## config.mk

```make
export PLATFORM = sky130hd
export DESIGN_NAME = trng_ctrl_flat
export DESIGN_NICKNAME = d
export VERILOG_FILES = /design/src/rtl/trng_ctrl_if.sv /design/src/rtl/trng_ctrl.sv /design/src/flat_wrapper.sv
export SDC_FILE = /design/constraint.sdc
export NUM_CORES = 1
export LEC_CHECK = 0
export CAP_MARGIN = 40
export CORE_MARGIN = 5
export CORE_UTILIZATION = 55
export CTS_CLUSTER_DIAMETER = 80
export DETAILED_ROUTE_END_ITERATION = 12
export PLACE_DENSITY = 0.88
export SKIP_LAST_GASP = 1
export SLEW_MARGIN = 20
export SYNTH_ARGS = -nofsm -noshare
export SYNTH_HDL_FRONTEND = slang
export SYNTH_SLANG_ARGS = --single-unit
```

## constraint.sdc

```tcl
create_clock -name clk -period 5.7 [get_ports clk]
set_input_delay 1.71 -clock clk [delete_from_list [all_inputs] [get_ports clk]]
set_output_delay 1.71 -clock clk [all_outputs]
set_load 0.01 [all_outputs]
```

## src/rtl/trng_ctrl_if.sv

```systemverilog
// Output stream from the TRNG controller FIFO to its consumer.
// The producer drives rdata/rvalid; the consumer drives rready.
interface trng_ctrl_if #(
  parameter int DW = 64
);
  logic [DW-1:0] rdata;
  logic          rvalid;
  logic          rready;

  modport master (output rdata, output rvalid, input rready);
  modport slave  (input rdata, input rvalid, output rready);
endinterface

```

## src/rtl/trng_ctrl.sv

```systemverilog
// Sequencer for the ring-oscillator TRNG: warm-up, discard, online health
// tests (repetition, stall timeout) and a small output FIFO.
//
// state   | meaning
// IDLE    | core disabled, waiting for start
// WARMUP  | core enabled, counting down warm-up cycles, words ignored
// DISCARD | dropping the first DISCARD_WORDS words, timeout armed
// RUN     | health-testing words and pushing them into the FIFO
// FAULT   | core disabled, FIFO flushed, waiting for clear_fault
module trng_ctrl #(
  parameter int WARMUP_CYCLES  = 1000,
  parameter int DISCARD_WORDS  = 2,
  parameter int REP_LIMIT      = 3,
  parameter int TIMEOUT_CYCLES = 4096,
  parameter int DEPTH          = 4
) (
  input  logic                       clk,
  input  logic                       rst,
  input  logic                       start,
  input  logic                       stop,
  input  logic                       clear_fault,
  output logic                       trng_enable,
  input  logic [63:0]                trng_data,
  input  logic                       trng_valid,
  trng_ctrl_if.master                rd,
  output logic                       busy,
  output logic                       fault,
  output logic [1:0]                 fault_code,
  output logic [$clog2(DEPTH+1)-1:0] fifo_level,
  output logic [15:0]                drop_cnt
);

  localparam int WW  = (WARMUP_CYCLES > 1) ? $clog2(WARMUP_CYCLES) : 1;
  localparam int TW  = (TIMEOUT_CYCLES > 1) ? $clog2(TIMEOUT_CYCLES) : 1;
  localparam int DCW = (DISCARD_WORDS > 1) ? $clog2(DISCARD_WORDS) : 1;
  localparam int RW  = $clog2(REP_LIMIT);
  localparam int LW  = $clog2(DEPTH + 1);
  localparam int PW  = $clog2(DEPTH);

  localparam logic [WW-1:0]  WU_LOAD  = WW'(WARMUP_CYCLES - 1);
  localparam logic [TW-1:0]  TO_LAST  = TW'(TIMEOUT_CYCLES - 1);
  localparam logic [DCW-1:0] DC_LAST  = DCW'((DISCARD_WORDS > 0) ? DISCARD_WORDS - 1 : 0);
  localparam logic [RW-1:0]  REP_TRIP = RW'(REP_LIMIT - 2);
  localparam logic [LW-1:0]  LVL_FULL = LW'(DEPTH);

  typedef enum logic [2:0] {
    IDLE, WARMUP, DISCARD, RUN, FAULT
  } state_t;

  state_t         state;
  logic [WW-1:0]  wu_cnt;
  logic [TW-1:0]  to_cnt;
  logic [DCW-1:0] disc_cnt;
  logic [RW-1:0]  rep_cnt;
  logic [63:0]    last_word;

  logic [63:0]    mem [DEPTH];
  logic [PW-1:0]  wr_ptr;
  logic [PW-1:0]  rd_ptr;
  logic [LW-1:0]  level;

  logic same_word, rep_hit, to_hit, fault_ev, start_go;
  logic pop, full, push_req, push, drop;

  always_comb begin
    same_word = (trng_data == last_word);
    rep_hit   = (state == RUN) && trng_valid && same_word && (rep_cnt == REP_TRIP);
    to_hit    = ((state == DISCARD) || (state == RUN)) && !trng_valid && (to_cnt == TO_LAST);
    fault_ev  = rep_hit || to_hit;
    start_go  = (state == IDLE) && start && !stop;
    pop       = rd.rvalid && rd.rready;
    full      = (level == LVL_FULL);
    // a word coincident with stop or with a detected fault never enters the FIFO
    push_req  = (state == RUN) && trng_valid && !fault_ev && !stop;
    push      = push_req && (!full || pop);
    drop      = push_req && full && !pop;
  end

  always_ff @(posedge clk) begin
    if (rst) begin
      state       <= IDLE;
      trng_enable <= 1'b0;
      busy        <= 1'b0;
      fault       <= 1'b0;
      fault_code  <= 2'b00;
      wu_cnt      <= '0;
      to_cnt      <= '0;
      disc_cnt    <= '0;
      rep_cnt     <= '0;
      last_word   <= '0;
    end else begin
      case (state)
        IDLE: begin
          if (start_go) begin
            state       <= WARMUP;
            trng_enable <= 1'b1;
            busy        <= 1'b1;
            wu_cnt      <= WU_LOAD;
            rep_cnt     <= '0;
          end
        end
        WARMUP: begin
          if (stop) begin
            state       <= IDLE;
            trng_enable <= 1'b0;
            busy        <= 1'b0;
          end else if (wu_cnt == '0) begin
            state    <= (DISCARD_WORDS == 0) ? RUN : DISCARD;
            to_cnt   <= '0;
            disc_cnt <= '0;
          end else begin
            wu_cnt <= wu_cnt - WW'(1);
          end
        end
        DISCARD: begin
          if (to_hit) begin
            state       <= FAULT;
            fault_code  <= 2'b10;
            trng_enable <= 1'b0;
            busy        <= 1'b0;
            fault       <= 1'b1;
          end else if (stop) begin
            state       <= IDLE;
            trng_enable <= 1'b0;
            busy        <= 1'b0;
          end else if (trng_valid) begin
            last_word <= trng_data;
            to_cnt    <= '0;
            if (disc_cnt == DC_LAST) state <= RUN;
            else disc_cnt <= disc_cnt + DCW'(1);
          end else begin
            to_cnt <= to_cnt + TW'(1);
          end
        end
        RUN: begin
          if (fault_ev) begin
            state       <= FAULT;
            fault_code  <= rep_hit ? 2'b01 : 2'b10;
            trng_enable <= 1'b0;
            busy        <= 1'b0;
            fault       <= 1'b1;
          end else if (stop) begin
            state       <= IDLE;
            trng_enable <= 1'b0;
            busy        <= 1'b0;
          end else if (trng_valid) begin
            last_word <= trng_data;
            to_cnt    <= '0;
            rep_cnt   <= same_word ? rep_cnt + RW'(1) : '0;
          end else begin
            to_cnt <= to_cnt + TW'(1);
          end
        end
        FAULT: begin
          if (clear_fault) begin
            state      <= IDLE;
            fault      <= 1'b0;
            fault_code <= 2'b00;
          end
        end
        default: begin
          state       <= IDLE;
          trng_enable <= 1'b0;
          busy        <= 1'b0;
          fault       <= 1'b0;
        end
      endcase
    end
  end

  always_ff @(posedge clk) begin
    if (rst) begin
      for (int i = 0; i < DEPTH; i++) mem[i] <= '0;
      wr_ptr   <= '0;
      rd_ptr   <= '0;
      level    <= '0;
      drop_cnt <= '0;
    end else begin
      if (fault_ev) begin
        rd_ptr <= wr_ptr;
        level  <= '0;
      end else begin
        if (push) begin
          mem[wr_ptr] <= trng_data;
          wr_ptr      <= wr_ptr + PW'(1);
        end
        if (pop) rd_ptr <= rd_ptr + PW'(1);
        case ({push, pop})
          2'b10:   level <= level + LW'(1);
          2'b01:   level <= level - LW'(1);
          default: level <= level;
        endcase
      end
      if (start_go) drop_cnt <= '0;
      else if (drop && (drop_cnt != 16'hFFFF)) drop_cnt <= drop_cnt + 16'd1;
    end
  end

  assign rd.rdata  = mem[rd_ptr];
  assign rd.rvalid = (level != '0);
  assign fifo_level = level;

endmodule

```

## src/flat_wrapper.sv

```systemverilog
// flat-port wrapper written by rule: the top's interface ports become plain ports
module trng_ctrl_flat 
#(
  parameter int WARMUP_CYCLES  = 1000,
  parameter int DISCARD_WORDS  = 2,
  parameter int REP_LIMIT      = 3,
  parameter int TIMEOUT_CYCLES = 4096,
  parameter int DEPTH          = 4
)
  (clk, rst, start, stop, clear_fault, trng_enable, trng_data, trng_valid, busy, fault, fault_code, fifo_level, drop_cnt, rd_rdata, rd_rvalid, rd_rready);
  trng_ctrl_if #(.DW(64)) rd_i ();
  input  logic clk;
  input  logic rst;
  input  logic start;
  input  logic stop;
  input  logic clear_fault;
  output logic trng_enable;
  input  logic [63:0] trng_data;
  input  logic trng_valid;
  output logic busy;
  output logic fault;
  output logic [1:0] fault_code;
  output logic [$clog2(DEPTH+1)-1:0] fifo_level;
  output logic [15:0] drop_cnt;
  output wire logic [$bits(rd_i.rdata)-1:0] rd_rdata;
  output wire logic [$bits(rd_i.rvalid)-1:0] rd_rvalid;
  input wire logic [$bits(rd_i.rready)-1:0] rd_rready;
  assign rd_rdata = rd_i.rdata;
  assign rd_rvalid = rd_i.rvalid;
  assign rd_i.rready = rd_rready;
  trng_ctrl #(.WARMUP_CYCLES(WARMUP_CYCLES), .DISCARD_WORDS(DISCARD_WORDS), .REP_LIMIT(REP_LIMIT), .TIMEOUT_CYCLES(TIMEOUT_CYCLES), .DEPTH(DEPTH)) u_core (.clk(clk), .rst(rst), .start(start), .stop(stop), .clear_fault(clear_fault), .trng_enable(trng_enable), .trng_data(trng_data), .trng_valid(trng_valid), .rd(rd_i), .busy(busy), .fault(fault), .fault_code(fault_code), .fifo_level(fifo_level), .drop_cnt(drop_cnt));
endmodule
```

==> reports/qor.log <==
[detailed_routing] Antenna Nets Post-Route 0
[critical_path] data required time at the worst endpoint 6140 ps
[pwr] total power per unit cell area 325.1 mW/mm^2
[cts] latest clock arrival within the worst-skew pair 550 ps
[timing] post-route clock period utilization 0.8596
[place] DP Wirelength 26.57 mm
[layout] fill cell instance count of the final layout 2131
[cts] number of H-tree levels 2
[critical_path] data arrival time of the worst path 5340 ps
[yosys] warnings from Yosys 0
[yosys] Synth Net Count 1456
[timing] timing-limited maximum frequency 204.1 MHz
[timing] tightest hold margin 470.9 ps
[yosys] async set or reset register ratio after synthesis 0
[pwr] sequential share of power 0.462
[yosys] post-synthesis sequential area ratio 0.5838
[cts] Num Clock Sinks 378
[detailed_routing] number of optimization iterations in the first detailed-route pass 5
[detailed_routing] post-detailed-route wirelength per cell 21.80 microns
[yosys] number of flops mapped to enable cells by yosys 256
[timing] # setup viols final 0
[layout] total area of multi-input combinational cells 0.006771 sq mm
[global_routing] busiest metal layer after global routing met2
[critical_path] Setup crit end kind flip-flop
[pwr] cell internal pwr 5.074 mW
[critical_path] classification of the worst setup path primary input to flip-flop
[detailed_routing] DR DRC count 0
[critical_path] register-to-register setup slack 2110 ps
[outcome] status complete, no violations
[timing] post-layout min period 4900 ps
[layout] footprint of the flip-flops and latches 0.01013 sq mm
[layout] most frequent cells in the layout 256 x sky130_fd_sc_hd__edfxtp_1, 196 x sky130_fd_sc_hd__and2_1, 162 x sky130_fd_sc_hd__nand2_1
[cts] number of buffers inserted for hold repair after clock tree synthesis 0
[layout] final cell utilization of the core 0.6620
[global_routing] vias in the first global route 12160
[flow_run] max-cap violation count 0
[timing] post-route setup TNS 0 ps
[timing] setup repair after global routing missed its margin no
[die] width of the die 187.6 microns
[critical_path] length in cells of the worst reg-to-reg path 10
[pwr] Clock power frac 0.377
[yosys] average cell area after synthesis 12.57 sq um
[pwr] peak supply drop 0.2410 mV
[cts] clock-pin slew of the registers on the worst-case setup and hold paths 60 ps
[yosys] Syn Inst Count 1380
[die] number of top-level pins 160
[place] global placer's final weighted congestion 0.8280
[yosys] dominant register cell in the synthesized netlist sky130_fd_sc_hd__edfxtp_1
[global_routing] All-Layer GR Usage 0.2389
[timing] slew at the pin with the worst max-slew slack 813.3 ps
[timing] number of hold violations in the final report 0
[timing] Slew Viols, Final 0
[detailed_routing] number of violations reported at the end of detailed-routing iteration 0 1112
[yosys] synth unique cells 67
[global_routing] grt total ovfl 0
[global_routing] met1 demand-to-capacity share in global routing 0.3052
[global_routing] antenna violations before repair 2
[die] Row Count 65
[worst_hold_path] cell depth of the worst hold path 2
[layout] diode count 0
[layout] NumNets Final 1597
[detailed_routing] detailed-route via count 11720
[cts] number of resized instances in the post-cts repair step 0
[timing] Setup Skew 31.65 ps
[layout] share of final-layout standard cells stronger than drive strength 1 0.1199
[cts] buffer count from post-CTS setup fixing 0
[global_routing] pin count of the biggest net entering global routing 88
[critical_path] Max FO, Critical Path 6
[timing] worst max-slew margin expressed relative to the limit 0.4578
[cts] buffer levels on the longest clock path 3
[critical_path] startpoint kind of the worst setup timing path primary input
[die] area of the placeable core 0.03131 sq mm
[die] starting density of the core 0.5541
[detailed_routing] routed vias/inst 5.999
[cts] clock tree from TritonCTS built
[global_routing] met3 routing resource usage after global routing 0.04375
[layout] final instance area 0.02073 sq mm
[die] Die Area 0.03520 sq mm
[die] vertical extent of the die 187.6 microns
[worst_hold_path] type of the worst min-delay path flip-flop to flip-flop
[global_routing] met2 Use GR 0.4204
[layout] area growth from synthesis to layout 19.46%
[detailed_routing] Total Routed Length 42.57 mm
[place] input/output buffers 159
[global_routing] global-route wire length before repair 67.43 mm
[place] Place WS 408.8 ps
[pwr] combinational group share of total power 0.161
[pwr] Net Switching 1.665 mW
[yosys] area of the mapped netlist 0.01735 sq mm
[layout] commonest non-fill, non-tap cell in the layout sky130_fd_sc_hd__edfxtp_1
[place] post-placement cell area 0.01942 sq mm
[cts] clock buffers created by TritonCTS 39
[timing] setup slack after layout 800.2 ps
[pwr] switching share of power 0.2470
[pwr] P_leak 7.365 nW
[cts] Root Driver sky130_fd_sc_hd__clkbuf_16
[yosys] flip-flop and latch count after synthesis 378
[worst max-delay path, cell delays in order]
cell and delay [ps]:
sky130_fd_sc_hd__clkdlybuf4s50_1 550, sky130_fd_sc_hd__xnor2_1 310, sky130_fd_sc_hd__nand4_1 130, sky130_fd_sc_hd__nor4_1 500, sky130_fd_sc_hd__nand4_1 410, sky130_fd_sc_hd__o21ai_0 480, sky130_fd_sc_hd__nand2_1 130, sky130_fd_sc_hd__fa_1 420
sky130_fd_sc_hd__a2111oi_0 430, sky130_fd_sc_hd__nor3_1 90, sky130_fd_sc_hd__nor3_1 180
[synthesized netlist by cell type, types with 9 or more instances]
cell type	number	area [sq um]
sky130_fd_sc_hd__edfxtp_1	256	7687
sky130_fd_sc_hd__and2_1	196	1226
sky130_fd_sc_hd__nand2_1	163	611.8
sky130_fd_sc_hd__dfxtp_1	122	2442
sky130_fd_sc_hd__and3_1	74	462.9
sky130_fd_sc_hd__xnor2_1	72	630.6
sky130_fd_sc_hd__mux2i_1	69	690.7
sky130_fd_sc_hd__clkbuf_1	67	251.5
sky130_fd_sc_hd__mux4_2	64	1441
sky130_fd_sc_hd__a21oi_1	35	175.2
sky130_fd_sc_hd__nor2_1	30	112.6
sky130_fd_sc_hd__o21ai_0	22	110.1
sky130_fd_sc_hd__nand4_1	21	131.4
sky130_fd_sc_hd__nand3_1	20	100.1
sky130_fd_sc_hd__inv_1	15	56.30
sky130_fd_sc_hd__nor3_1	15	75.07
sky130_fd_sc_hd__nor4_1	10	62.56
sky130_fd_sc_hd__or3_1	10	62.56
sky130_fd_sc_hd__o21a_1	9	67.56
[per-stage QoR]
step | instances | total power, mW
5_1_grt | 1953 | 6.980
4_1_cts | 1951 | 6.780
3_3_place_gp | 1878 | 4.229
6_report | 1953 | 6.738
3_5_place_dp | 1880 | 4.255
2_1_floorplan | 1380 | 3.731
[kinds of logic after synthesis]
logic type | share of synthesized area
muxes | 0.1229
DFF | 0.5838
buffers and inverters | 0.02776
AOI/OAI and AO/OA | 0.04493
and+or+nand+nor | 0.1787
xor gates and xnor gates | 0.03786
adders and majority gates | 0.004039
[area by class of cell]
class                           instances  area share
Inverter                               16    0.003018
Multi-Input combinational cell        894      0.3267
Clock inverter                         23     0.01237
Timing Repair Buffer                  192     0.09550
Sequential cell                       378      0.4890
Tap cell                              402     0.02427
Clock buffer                           48     0.04920
[registers in the layout, indices dropped and copies added (netlist names), named ones only]
register	count
u_core.busy	1
u_core.disc_cnt	1
u_core.drop_cnt	16
u_core.fault	1
u_core.fault_code	2
u_core.fifo_level	3
u_core.last_word	64
u_core.mem	256
u_core.rd_ptr	2
u_core.rep_cnt	2
u_core.state	3
u_core.to_cnt	12
u_core.trng_enable	1
u_core.wr_ptr	2
u_core.wu_cnt	10
[power by group through the flow]
stage / combinational (mW) / clock [mW] / sequential, mW
after floorplan: 0.623 / 0 / 3.11
after global placement: 1.06 / 0 / 3.17
after detailed placement: 1.08 / 0 / 3.17
after CTS: 1.09 / 2.57 / 3.12
after global routing: 1.14 / 2.70 / 3.13
final: 1.08 / 2.54 / 3.12
[per-layer routing]
layer  share of wire  wire length, microns  vias to the layer above
met3           0.065                  2759                       89
met4           0.029                  1228                        4
met2            0.51                 21880                      437
met1            0.39                 16670                     5893
li1                -                     -                     5293
met5         0.00080                    34                        -
[worst paths after layout]
kind,from,endpoint
worst max-delay path,trng_data[10],u_core.fifo_level[2]
worst min-delay path,u_core.last_word[47],u_core.last_word[47]
worst min register to register,u_core.last_word[47],u_core.last_word[47]
worst max register to register,u_core.last_word[9],u_core.fifo_level[2]
Power figures use the tool's default switching activity.
